`config.mk`:
```
export PLATFORM = sky130hd
export DESIGN_NAME = pwm_capture
export DESIGN_NICKNAME = d
export VERILOG_FILES = /design/src/rtl/pwm_pkg.sv /design/src/rtl/sync2.sv /design/src/rtl/pwm_capture.sv
export SDC_FILE = /design/constraint.sdc
export NUM_CORES = 1
export LEC_CHECK = 0
export CORE_UTILIZATION = 30
export CTS_CLUSTER_SIZE = 10
export DETAILED_ROUTE_END_ITERATION = 16
export MAX_ROUTING_LAYER = met4
export RECOVER_POWER = 25
export SLEW_MARGIN = 20
export SYNTH_ARGS = -nofsm -noshare
export SYNTH_HDL_FRONTEND = slang
export SYNTH_SLANG_ARGS = --single-unit
export TNS_END_PERCENT = 30
```
`constraint.sdc`:
```
create_clock -name clk -period 3.4 [get_ports clk]
set_clock_uncertainty 0.15 [all_clocks]
set_input_delay 0.68 -clock clk [delete_from_list [all_inputs] [get_ports clk]]
set_output_delay 0.68 -clock clk [all_outputs]
set_load 0.02 [all_outputs]
```
`src/rtl/pwm_pkg.sv`:
```
// Shared constants and state encoding for the PWM generator/capture pair.
package pwm_pkg;

   localparam int PWM_DUTY_W = 10;
   localparam int PWM_PERIOD = 1 << PWM_DUTY_W;
   localparam int PWM_TOL    = 8;

   typedef enum logic [1:0] {
      IDLE = 2'd0,
      HIGH = 2'd1,
      LOW  = 2'd2
   } cap_state_t;

endpackage

```
`src/rtl/sync2.sv`:
```
// Generic two-flop synchronizer, resets to 0.
module sync2 #(
   parameter int W = 1
) (
   input  logic         clk,
   input  logic         rst_n,
   input  logic [W-1:0] d,
   output logic [W-1:0] q
);

   logic [W-1:0] meta;

   always_ff @(posedge clk or negedge rst_n) begin
      if (!rst_n) begin
         meta <= '0;
         q    <= '0;
      end else begin
         meta <= d;
         q    <= meta;
      end
   end

endmodule

```
`src/rtl/pwm_capture.sv`:
```
// Recovers the duty word from a PWM waveform once per period and flags
// out-of-tolerance periods and inputs stuck at either level.
//
// state | meaning
// IDLE  | no period in progress; waiting for a rise, timing out a dead input
// HIGH  | measuring high time and period
// LOW   | high time frozen, measuring rest of period until next rise
module pwm_capture
   import pwm_pkg::*;
#(
   parameter int PERIOD = PWM_PERIOD,
   parameter int TOL    = PWM_TOL,
   parameter int DUTY_W = PWM_DUTY_W
) (
   input  logic              clk,
   input  logic              rst_n,
   input  logic              pwm_in,
   output logic [DUTY_W-1:0] duty,
   output logic              duty_vld,
   output logic              period_err,
   output logic              stuck
);

   localparam int HI_W  = DUTY_W + 1;
   localparam int PER_W = $clog2(2 * PERIOD) + 1;

   localparam logic [PER_W-1:0]  PER_ONE  = PER_W'(1);
   localparam logic [PER_W-1:0]  PER_TO   = PER_W'(2 * PERIOD);
   localparam logic [PER_W-1:0]  PER_HI   = PER_W'(PERIOD + TOL);
   localparam logic [PER_W-1:0]  PER_LO   = PER_W'(PERIOD - TOL);
   localparam logic [PER_W-1:0]  PER_MAX  = '1;
   localparam logic [HI_W-1:0]   HI_ONE   = HI_W'(1);
   localparam logic [HI_W-1:0]   HI_MAX   = '1;
   localparam logic [HI_W-1:0]   HI_CLAMP = HI_W'(PERIOD - 1);
   localparam logic [DUTY_W-1:0] DUTY_MAX = DUTY_W'(PERIOD - 1);

   cap_state_t        state;
   logic              s;
   logic              s_d;
   logic              rise;
   logic              fall;
   logic              timeout;
   logic [PER_W-1:0]  per_cnt;
   logic [PER_W-1:0]  per_inc;
   logic [HI_W-1:0]   hi_cnt;
   logic [HI_W-1:0]   hi_inc;
   logic [HI_W-1:0]   hi_m1;
   logic [DUTY_W-1:0] duty_pub;
   logic              err_pub;

   sync2 #(.W(1)) u_sync (
      .clk   (clk),
      .rst_n (rst_n),
      .d     (pwm_in),
      .q     (s)
   );

   assign rise    = s & ~s_d;
   assign fall    = ~s & s_d;
   assign timeout = (per_cnt >= PER_TO);
   assign per_inc = (per_cnt == PER_MAX) ? per_cnt : per_cnt + PER_ONE;
   assign hi_inc  = (hi_cnt == HI_MAX) ? hi_cnt : hi_cnt + HI_ONE;

   // High time is duty+1 clocks; anything longer than a full period clamps.
   assign hi_m1    = hi_cnt - HI_ONE;
   assign duty_pub = (hi_m1 > HI_CLAMP) ? DUTY_MAX : hi_m1[DUTY_W-1:0];
   assign err_pub  = (per_cnt > PER_HI) || (per_cnt < PER_LO);

   always_ff @(posedge clk or negedge rst_n) begin
      if (!rst_n) begin
         state      <= IDLE;
         s_d        <= 1'b0;
         per_cnt    <= '0;
         hi_cnt     <= '0;
         duty       <= '0;
         duty_vld   <= 1'b0;
         period_err <= 1'b0;
         stuck      <= 1'b0;
      end else begin
         s_d      <= s;
         duty_vld <= 1'b0;
         case (state)
            IDLE: begin
               if (rise) begin
                  per_cnt <= PER_ONE;
                  hi_cnt  <= HI_ONE;
                  state   <= HIGH;
               end else if (timeout) begin
                  // The timeout clock itself opens the next interval, so a
                  // dead input re-reports every 2*PERIOD clocks.
                  duty     <= '0;
                  stuck    <= 1'b1;
                  duty_vld <= 1'b1;
                  per_cnt  <= PER_ONE;
               end else begin
                  per_cnt <= per_inc;
               end
            end
            HIGH: begin
               if (fall) begin
                  per_cnt <= per_inc;
                  state   <= LOW;
               end else if (timeout) begin
                  duty     <= DUTY_MAX;
                  stuck    <= 1'b1;
                  duty_vld <= 1'b1;
                  per_cnt  <= PER_ONE;
                  state    <= IDLE;
               end else begin
                  per_cnt <= per_inc;
                  hi_cnt  <= hi_inc;
               end
            end
            LOW: begin
               if (rise) begin
                  duty       <= duty_pub;
                  period_err <= err_pub;
                  stuck      <= 1'b0;
                  duty_vld   <= 1'b1;
                  per_cnt    <= PER_ONE;
                  hi_cnt     <= HI_ONE;
                  state      <= HIGH;
               end else if (timeout) begin
                  duty     <= '0;
                  stuck    <= 1'b1;
                  duty_vld <= 1'b1;
                  per_cnt  <= PER_ONE;
                  state    <= IDLE;
               end else begin
                  per_cnt <= per_inc;
               end
            end
            default: state <= IDLE;
         endcase
      end
   end

endmodule

```
Word-level counts from Yosys, hierarchy flattened. Index checks and enable logic that the tools add are counted.

Register bits: 41. Input port bits: 3. Output and inout bits: 13. Word-level logic and storage cells: 73.

Add/subtract/negate cells: 3. $lt $le $gt $ge: 4. Equality and inequality tests: 11. Mux-type cells: 32. Bitwise operators: 4. Reduce and logical (&&, ||, !) cells: 9.

Operators by type and width (number): two-way mux 10 bit (6); two-way mux 12 bit (4); two-way mux 11 bit (4); one-hot mux 10 bit (3 select lines) (1); one-hot mux 12 bit (2 select lines) (1); one-hot mux 11 bit (2 select lines) (1); adder 12 x 1 -> 12 bit, second input constant (1); equality test 12 bit, second input constant (1); >= comparator 12 bit, second input constant (1); greater-than comparator 12 x 11 -> 1 bit, second input constant (1); < comparator 12 x 10 -> 1 bit, second input constant (1); inequality test 2 bit, second input constant (6); adder 11 x 1 -> 11 bit, second input constant (1); equality test 11 bit, second input constant (1); greater-than comparator 11 x 10 -> 1 bit, second input constant (1); subtractor 11 x 1 -> 11 bit, second input constant (1); two-way mux 1 bit (8); two-way mux 2 bit (4); one-hot mux 1 bit (3 select lines) (2); one-hot mux 2 bit (3 select lines) (1); AND reduction 5 bit (1); AND reduction 4 bit (1); AND reduction 3 bit (1); nonzero test 3 bit (1); other kinds (10) (12).

Longest topological paths before layout. Gate-level depths: netlist (run 1).

Word-level depth: 5. Depth in mapped cells: 9. Mapped depth without buffers: 7.

Modules after synthesis. From an unflattened synthesis (run 1), not the netlist that was laid out.

Cells, all modules: 315. Area, all modules: 2671.3 um2.

Modules (own cells, without submodules): pwm_capture (instances 1, cells an instance 313, area each 2621.3 um2, sequential area each 975.9 um2); sync2 (instances 1, cells an instance 2, area each 50.0 um2, sequential area each 50.0 um2).

Least setup slack after synthesis (run 1). No wires, ideal clock.

Path type: flip-flop to flip-flop. Start: register hi_cnt[0]. End: register duty[3]. Setup time: 0.126 ns. Arrival: 2.116 ns. Data required time: 3.124 ns. Slack: 1.008 ns. Stages on the path, launching flop included: 9. Buffers on the path: 1. Clock period less this slack: 2.392 ns. Path through: dfrtp_1 > inv_1 > ha_1 > or4b_1 > buf_2 > o31a_1 > nor2_4 > a32oi_1 > a221o_1.

Longest elaborated chain between the ends: 5.

Ends and longest elaborated chain: start: declaration (RTL line pwm_capture.sv:45) `logic [HI_W-1:0] hi_cnt;`; start signal: assignment (RTL line pwm_capture.sv:111) `hi_cnt <= hi_inc;`; subtractor 11 x 1 -> 11 bit * (RTL line pwm_capture.sv:65) `assign hi_m1 = hi_cnt - HI_ONE;`; greater-than comparator 11 x 10 -> 1 bit (RTL line pwm_capture.sv:66) `assign duty_pub = (hi_m1 > HI_CLAMP) ? DUTY_MAX : hi_m1[DUTY_W-1:0];`; two-way mux 10 bit * (RTL line pwm_capture.sv:66); two-way mux 10 bit * (RTL line pwm_capture.sv:115) `if (rise) begin`; one-hot mux 10 bit (3 select lines) * (RTL line pwm_capture.sv:82) `case (state)`; end signal: assignment (RTL line pwm_capture.sv:116) `duty <= duty_pub;`; end: declaration (RTL line pwm_capture.sv:18) `output logic [DUTY_W-1:0] duty,`.

Every way passes the cells marked *; elsewhere a longest branch is shown, timed or not. A chain may end at the register's enable or synchronous reset.

Final worst setup path (run 1). Ends and elaborated chain as after synthesis.

==> results of run 1 <==
## routing by layer
layer / GRT usage / share of wire / vias to the layer above
met5: - / 0 / -
met4: 0.04707 / 0.013 / 0
met3: 0.02023 / 0.038 / 8
met2: 0.2226 / 0.45 / 59
met1: 0.2015 / 0.50 / 1195
li1: - / - / 1196
## worst max-delay path, delay by kind of cell (launching register included)
family | cells | cell delay, ps
AOI/OAI and AO/OA | 3 | 790
adders and majority gates | 1 | 210
buffers and inverters | 1 | 130
DFF | 1 | 450
and+or+nand+nor | 2 | 800
## registers in the layout, summed over array words and instances (netlist names), 2 cells and up
| signal | count |
|---|---|
| duty | 10 |
| hi_cnt | 11 |
| per_cnt | 12 |
| state | 2 |
## logic make-up (layout without fill, tap and decap cells)
| kind of cell | count (synthesis) | in the layout | share of synthesized area |
|---|---|---|---|
| AND/OR/NAND/NOR | 119 | 119 | 0.2375 |
| AO/OA/AOI/OAI | 112 | 112 | 0.2800 |
| flip-flops | 41 | 41 | 0.3789 |
| buffers and inverters | 34 | 35 | 0.05222 |
| adder cells (fa/ha/maj) | 9 | 9 | 0.04159 |
| XOR/XNOR | 3 | 3 | 0.009706 |
## layout make-up
class                   count  area, sq um
clock buffers               5        68.82
flip-flops and latches     41         1026
well taps                 108        135.1
clock inverters             3        17.52
repair buffers             16        151.4
fillers                   895         5741
multi-input cells         243         1540
inverters                  11        41.29
## stage by stage
| stage | total power [W] | instances | hold slack [ps] | setup slack, ps |
|---|---|---|---|---|
| 2_1_floorplan | 0.001463 | 318 | 181.2 | 1008 |
| 5_1_grt | 0.002248 | 427 | 212.0 | 441.7 |
| 4_1_cts | 0.002095 | 427 | 207.4 | 777.3 |
| 3_3_place_gp | 0.001741 | 419 | 187.3 | 852.9 |
| 3_5_place_dp | 0.001758 | 419 | 188.6 | 801.0 |
| 6_report | 0.002084 | 427 | 204.3 | 767.4 |
## path summary, 6_finish.rpt
check                                    endpoint  slack (ps)  cells past startpoint
max reg2reg                   duty[3]$_DFFE_PN0P_         770                      7
max in group asynchronous  per_cnt[1]$_DFFE_PN0P_         950                      1
min in group asynchronous     duty[6]$_DFFE_PN0P_         870                      1
min                            u_sync.q$_DFF_PN0_         200                      0
min reg2reg                    u_sync.q$_DFF_PN0_         200                      0
max                           duty[3]$_DFFE_PN0P_         770                      7
## cells in the final DEF (no fill, tap or decap), drive strengths merged, types with 5 or more instances in the layout
cell type and n:
dfrtp 41, nand2 30, o21ai 29, nor2 22, a21oi 21, nand3 17
clkdlybuf4s50 13, inv 11, nor3 10, ha 9, o31ai 8, a31oi 8
and2 6, clkbuf 6, nand2b 5, nand4 5, nor4 5
## power by group through the flow
stage               sequential, W  clock, W  combinational, W
floorplan                0.000783         0          0.000680
global placement         0.000747         0          0.000995
detailed placement       0.000752         0           0.00101
CTS                      0.000742  0.000339           0.00101
global route             0.000764  0.000355           0.00113
finish                   0.000745  0.000328           0.00101
==> results.yml, run 1 <==
grt:
  grt_pass1_wl_mm: 11.12
  antenna_found_initial: 0
  track_usage: 0.1467
  grt-ovfl-total: 0
  grt_pass1_vias: 2221
  grt_max_degree: 42
setup_path:
  crit_start: "hi_cnt[0]$_DFFE_PN0P_"
  crit_type: "reg -> reg"
  worst_setup_path_end_kind: "register"
  crit_chain: "inv_1 -> ha_1 -> or4b_1 -> o31a_1 -> nor2_4 -> a32oi_1 -> a221o_1"
  required_ps: 3440
  crit-reg2reg-launch: "hi_cnt[0]$_DFFE_PN0P_"
  startpoint_type: "register"
  arrival_ps: 2680
  worstPathMaxFanout: 8
  slowest_delay_ps: 620
  slowest_stage: "or4b_1"
clock_tree:
  cts-resized-gates: 0
  cts_buffers: 5
  cts.clk_slew.worst_paths_ps: 80
  clock_sinks: 41
  clkLatencyLatePin_ps: 310
  htreeDepth: 2
  cts_buffer_depth: 2
  cts_tree: "done"
  postCtsSetupBuffers: 0
  clockRootBuffer: "clkbuf_8"
  hold_buffers: 0
synthesis:
  netlist.area_leader.share: 0.3789
  netlist_instances: 318
  yosys-top-cells-count: "dfrtp_1 (41), nand2_1 (30), a21oi_1 (21), nor2_1 (21), clkbuf_1 (19)"
  synth_warnings: 0
  synth.area.top_cells: "dfrtp_1 (38%), ha_1 (4.2%), nand2_1 (4.2%)"
  syn_avg_cell_area_sq_um: 8.514
  syn-num-nets: 330
  synth_cell_types: 57
  yosysMostFrequentCell: "dfrtp_1"
  seq_area_frac_synth: 0.3789
  synth_edf_count: 0
  yosysTopAreaCell: "dfrtp_1"
  synth_ff_type: "dfrtp_1"
  syn_area_sq_mm: 0.002708
  synth.ff_latch_count: 41
  async_reset_ff_frac: 1.000
die:
  coreArea_sq_mm: 0.008721
  die_x_microns: 97
  initial_core_util: 0.3105
  dieHeight_microns: 97
  rows: 34
  io_pins: 16
  die_area_sq_mm: 0.009409
run:
  drv_cap: 1
layout:
  postLayoutCoreUtil: 0.3418
  final_area_sq_mm: 0.002980
  syn_to_final_growth_pct: 10.07
  antenna_cells: 0
  drive_above_1_share: 0.04075
  final_nets: 330
timing:
  max_freq_ghz: 0.3799
  setup_viol: 0
  finalHoldViolCount: 0
  rsz0062_at_grt: "no"
  tightest_slew_ps: 2222
  fin_crit_ps: 2633
  drv_slew: 42
  finalSetupTns_ps: 0
  finalCritPeriodShare: 0.7743
  maxSlewHeadroom: -0.4812
worst_hold_path:
  hold_class: "reg -> reg"
  hp-start: "u_sync.meta$_DFF_PN0_"
placement:
  io_buffers: 15
  place_area_sq_mm: 0.002895
  gp_congestion: 0.8434
  hpwl_mm: 4.524
pwr:
  internal-power_w: 0.001173
  p_leak_nw: 1.181
  switching_power_w: 0.0009108
  clockPowerShare: 0.158
  p_sw_frac: 0.4370
  vdd_ir_drop_max_v: 0.0001702
  pwr-share-comb: 0.485
  power_density_mw_per_mm2: 699.3
  pwr-share-seq: 0.357
drt:
  vias_per_cell: 5.756
  drc: 0
  routedWlPerCell_microns: 15.23
  drt_iter0_markers: 150
  drt_wl_total_mm: 6.503
  final_antenna_net_count: 0
  drt_first_pass_iters: 5
  vias: 2458
status:
  status: "finished, violations left"
  violations: "max-capacitance violations, max-slew violations"
Note: power is estimated with default switching activity, not from simulation.
==> inputs of run 2 (changes only) <==
- clock period: 3.4 -> 2.3 ns (I/O delays scaled with it)
==> run 2 against run 1 <==
The flow finishes with violations (negative setup slack). Power rose by 71%. Clock power rose by 87%. Flip-flop and latch count did not move. Clock-buffer cell count rose by 2. Die area did not move. Global-route usage rose by 0.57 points. Worst setup slack got worse by 830 ps. Combinational power rose by 87%. Register-to-register slack got worse by 830 ps. Largest cell class unchanged.
==> results.yml, run 2 (synthesized netlist as in run 1, its figures left out) <==
grt:
  grt_pass1_wl_mm: 11.57
  grt_pass1_vias: 2409
  track_usage: 0.1523
  antenna_found_initial: 0
  grt-ovfl-total: 0
  grt_max_degree: 42
die:
  rows: 34
  io_pins: 16
  coreArea_sq_mm: 0.008721
  dieHeight_microns: 97
  die_area_sq_mm: 0.009409
  die_x_microns: 97
  initial_core_util: 0.3105
layout:
  final_area_sq_mm: 0.003385
  final_cell_mix: "buf_4 (42), dfrtp_1 (41), nand2_1 (29)"
  largest_register_ff_count: 12
  antenna_cells: 0
  final_nets: 373
  fillers: 866
  final_common_cell: "buf_4"
  reg.largest.list: "per_cnt: 12 flops, hi_cnt: 11 flops, duty: 10 flops"
  drive_above_1_share: 0.1823
  max_flop_register: "per_cnt"
  syn_to_final_growth_pct: 25.00
setup_path:
  crit-reg2reg-launch: "hi_cnt[0]$_DFFE_PN0P_"
  crit_start: "hi_cnt[0]$_DFFE_PN0P_"
  worst_setup_path_end_kind: "register"
  arrival_ps: 2390
  slowest_delay_ps: 500
  crit_chain: "inv_2 -> ha_4 -> or4b_4 -> o31a_1 -> nor2_4 -> a32oi_1 -> a221o_1"
  worstPathMaxFanout: 5
  startpoint_type: "register"
  crit_type: "reg -> reg"
  r2r_setup_slack_ps: -60
  required_ps: 2330
  slowest_stage: "or4b_4"
status:
  violations: "negative setup slack"
  status: "finished, violations left"
timing:
  rsz0062_at_grt: "yes"
  max_freq_ghz: 0.4240
  finalSetupTns_ps: -73.30
  hold_slack_ps: 202.0
  maxSlewHeadroom: 0.2958
  finalCritPeriodShare: 1.025
  finalHoldViolCount: 0
  setup_ws_ps: -58.35
  drv_slew: 0
  tightest_slew_ps: 1056
  setup_viol: 2
  fin_crit_ps: 2358
drt:
  drt_iter0_markers: 151
  drc: 0
  vias_per_cell: 5.511
  drt_wl_total_mm: 6.986
  vias: 2590
  drt_first_pass_iters: 5
  final_antenna_net_count: 0
  routedWlPerCell_microns: 14.86
clock_tree:
  cts_buffers: 5
  cts_tree: "done"
  clock_sinks: 41
  htreeDepth: 2
  clockRootBuffer: "clkbuf_8"
  clkLatencyLatePin_ps: 300
  cts_buffer_depth: 2
  cts.clk_slew.worst_paths_ps: 80
worst_hold_path:
  hold_class: "reg -> reg"
  hp-start: "u_sync.meta$_DFF_PN0_"
placement:
  place_area_sq_mm: 0.003204
  gp_congestion: 0.8103
  hpwl_mm: 5.029
  io_buffers: 15
  pre_cts_ws_ps: -9.832
pwr:
  power_density_mw_per_mm2: 1055
  vdd_ir_drop_max_v: 0.0003405
  power_w: 0.003570
  p_leak_nw: 1.429
run:
  drv_cap: 0
run 2: path summary, 6_finish.rpt:
check / depth (start not counted) / end
worst min-delay path: 0 / u_sync.q$_DFF_PN0_
min in group asynchronous: 3 / hi_cnt[8]$_DFFE_PN0P_
worst max register to register: 7 / duty[3]$_DFFE_PN0P_
max in group asynchronous: 3 / per_cnt[0]$_DFFE_PN0P_
worst max-delay path: 7 / duty[3]$_DFFE_PN0P_
worst min register to register: 0 / u_sync.q$_DFF_PN0_
run 2: what timing repair did:
action / CTS / global route
setup endpoints to repair: 4 / 12
setup buffers: 0 / 5
gates resized for setup: 1 / 7
endpoints found under the hold margin: 41 / 0
pin swaps: 0 / 8
hold buffers: 1 / 0
run 2: metrics by stage:
step,util,cells
4_1_cts,0.3824,465
3_5_place_dp,0.3674,456
2_1_floorplan,-,318
6_report,0.3881,470
5_1_grt,0.3881,470
3_3_place_gp,0.3674,456
run 2: power breakdown:
| group | internal, W | total (W) | switching [W] |
|---|---|---|---|
| clock network | 0.000354 | 0.000614 | 0.000260 |
| registers | 0.000891 | 0.00107 | 0.000176 |
| logic | 0.000907 | 0.00189 | 0.000982 |
run 2: per-layer routing:
metal,wire (microns),GRT usage
met5,0,-
met4,140,0.05970
met3,245,0.01734
met2,3093,0.2248
met1,3506,0.2130
run 2: final cells by class:
| class | instances | area [sq um] | share of cell area |
|---|---|---|---|
| Tap cell | 108 | 135.1 | 0.03993 |
| Clock inverter | 1 | 30.03 | 0.008872 |
| Multi-Input combinational cell | 243 | 1590 | 0.4699 |
| Sequential cell | 41 | 1026 | 0.3031 |
| Timing Repair Buffer | 59 | 475.5 | 0.1405 |
| Clock buffer | 7 | 86.33 | 0.02551 |
| Inverter | 11 | 41.29 | 0.01220 |
run 2: critical path: cells and delay by family (launching register included):
kind                     cells  cell delay, ps
AND/OR/NAND/NOR              2             670
adder cells (fa/ha/maj)      1             120
AO/OA/AOI/OAI                3             800
buffers and inverters        1              90
flip-flops                   1             410
==> inputs of run 3 (changes only) <==
- PLACE_DENSITY: not set -> 0.43
- clock period: 2.3 -> 2.5 ns (I/O delays scaled with it)
==> run 3 against run 2 <==
The run now ends clean. Sequential power decreased by 9%. Clock-buffer cell count rose by 1. Cell area decreased by 4.4%. Register-to-register slack better by 180 ps. Fmax down 0.97%. Critical path type unchanged.
==> results.yml, run 3 (synthesized netlist as in run 1, its figures left out) <==
grt:
  grt-ovfl-total: 0
  grt_pass1_wl_mm: 12.54
  grt_max_degree: 18
  antenna_found_initial: 0
  track_usage: 0.1689
  grt_pass1_vias: 2417
clock_tree:
  postCtsSetupBuffers: 0
  clock_sinks: 41
  cts_tree: "done"
  cts.clk_slew.worst_paths_ps: 80
  clockRootBuffer: "clkbuf_8"
  clkLatencyLatePin_ps: 290
  htreeDepth: 2
  cts_buffer_depth: 2
  cts_buffers: 5
pwr:
  clockPowerShare: 0.142
  switching_power_w: 0.001329
  p_leak_nw: 1.314
  power_w: 0.003073
  pwr-share-comb: 0.539
  vdd_ir_drop_max_v: 0.0002619
  internal-power_w: 0.001744
  p_sw_frac: 0.4326
  pwr-share-seq: 0.319
  power_density_mw_per_mm2: 950.0
die:
  coreArea_sq_mm: 0.008721
  rows: 34
  die_area_sq_mm: 0.009409
  io_pins: 16
  die_x_microns: 97
  initial_core_util: 0.3105
  dieHeight_microns: 97
timing:
  maxSlewHeadroom: 0.5123
  finalHoldViolCount: 0
  finalCritPeriodShare: 0.9526
  fin_crit_ps: 2381
  drv_slew: 0
  tightest_slew_ps: 731.6
  finalSetupTns_ps: 0
  max_freq_ghz: 0.4199
  setup_viol: 0
  rsz0062_at_grt: "no"
setup_path:
  r2r_setup_slack_ps: 120
  crit_type: "reg -> reg"
  worst_r2r_path_depth: 8
  startpoint_type: "register"
  worst_setup_path_end_kind: "register"
  crit-reg2reg-launch: "hi_cnt[0]$_DFFE_PN0P_"
  arrival_ps: 2470
  rr_endpoint: "duty[7]$_DFFE_PN0P_"
  worstPathMaxFanout: 6
  required_ps: 2590
layout:
  max_flop_register: "per_cnt"
  syn_to_final_growth_pct: 19.45
  largest_register_ff_count: 12
  postLayoutCoreUtil: 0.3709
  final_cell_mix: "dfrtp_1 (41), nand2_1 (30), buf_4 (25)"
  drive_above_1_share: 0.1188
  reg.largest.list: "per_cnt: 12 flops, hi_cnt: 11 flops, duty: 10 flops"
  final_area_sq_mm: 0.003234
  final_nets: 356
  antenna_cells: 0
  final_common_cell: "dfrtp_1"
drt:
  routedWlPerCell_microns: 16.69
  vias: 2527
  vias_per_cell: 5.578
  drt_wl_total_mm: 7.562
  drt_iter0_markers: 113
  final_antenna_net_count: 0
  drt_first_pass_iters: 4
  drc: 0
placement:
  hpwl_mm: 5.488
  place_area_sq_mm: 0.003083
  gp_congestion: 0.7751
  io_buffers: 15
worst_hold_path:
  hp-start: "u_sync.meta$_DFF_PN0_"
  hold_path_end: "u_sync.q$_DFF_PN0_"
  hold_depth: 0
  hold_class: "reg -> reg"
run:
  drv_cap: 0
status:
  status: "finished, final reports clean"
==> run 3: cell count changes in the layout (fill, tap and decap cells not counted), sizes merged <==
cell / change
buf: -18
clkbuf: +2
bufinv: -1
==> run 3: worst max-delay path, cell delays in order, from the launching register on <==
cell and delay [ps]:
dfrtp_1 380, inv_1 120, ha_4 160, or4b_4 470, buf_4 180, nor4_4 280, nor2_4 120, a2111oi_4 310
a221o_1 150
==> run 3: area by class of cell <==
cell class | count | area [sq um]
flip-flops and latches | 41 | 1026
repair buffers | 42 | 346.6
multi-input cells | 243 | 1605
fillers | 890 | 5487
inverters | 11 | 41.29
well taps | 108 | 135.1
clock buffers | 8 | 80.08
==> run 3: worst max-delay path by stage <==
stage	depth (start not counted)	slack [ps]	end	start
floorplan	8	110	duty[3]$_DFFE_PN0P_	hi_cnt[0]$_DFFE_PN0P_
global placement	7	140	hi_cnt[5]$_DFFE_PN0P_	hi_cnt[0]$_DFFE_PN0P_
detailed placement	8	130	duty[2]$_DFFE_PN0P_	hi_cnt[0]$_DFFE_PN0P_
CTS	8	100	duty[2]$_DFFE_PN0P_	hi_cnt[0]$_DFFE_PN0P_
global route	8	6	duty[7]$_DFFE_PN0P_	hi_cnt[0]$_DFFE_PN0P_
finish	8	120	duty[7]$_DFFE_PN0P_	hi_cnt[0]$_DFFE_PN0P_
==> run 3: routing by layer <==
layer	global-route usage	wire [microns]	part of all wire	vias up
li1	-	-	-	1252
met2	0.2432	3291	0.44	40
met1	0.2502	4006	0.53	1231
met3	0.02457	218	0.029	4
met5	-	0	0	-
met4	0.03444	46	0.0061	0
==> run 3: repair_timing <==
item | CTS | global route
hold buffers | 1 | 0
endpoints found under the hold margin | 10 | 0
endpoints found under the setup margin | 0 | 4
resized for setup | 0 | 11
==> run 3: per-stage QoR <==
stage | cells | hold slack, ps | setup slack [ps]
after floorplan | 318 | 54.41 | 108.0
after global placement | 444 | 183.4 | 143.9
final | 453 | 203.3 | 118.6
after global routing | 453 | 222.9 | 6.154
after CTS | 453 | 207.1 | 103.4
after detailed placement | 444 | 187.3 | 131.5
==> run 3: power groups by stage <==
stage	clock [W]	sequential, W	combinational [W]
final	0.000437	0.000979	0.00166
after global routing	0.000487	0.00101	0.00182
after global placement	0	0.000987	0.00157
after detailed placement	0	0.000989	0.00157
after CTS	0.000459	0.000976	0.00158
after floorplan	0	0.00106	0.000925
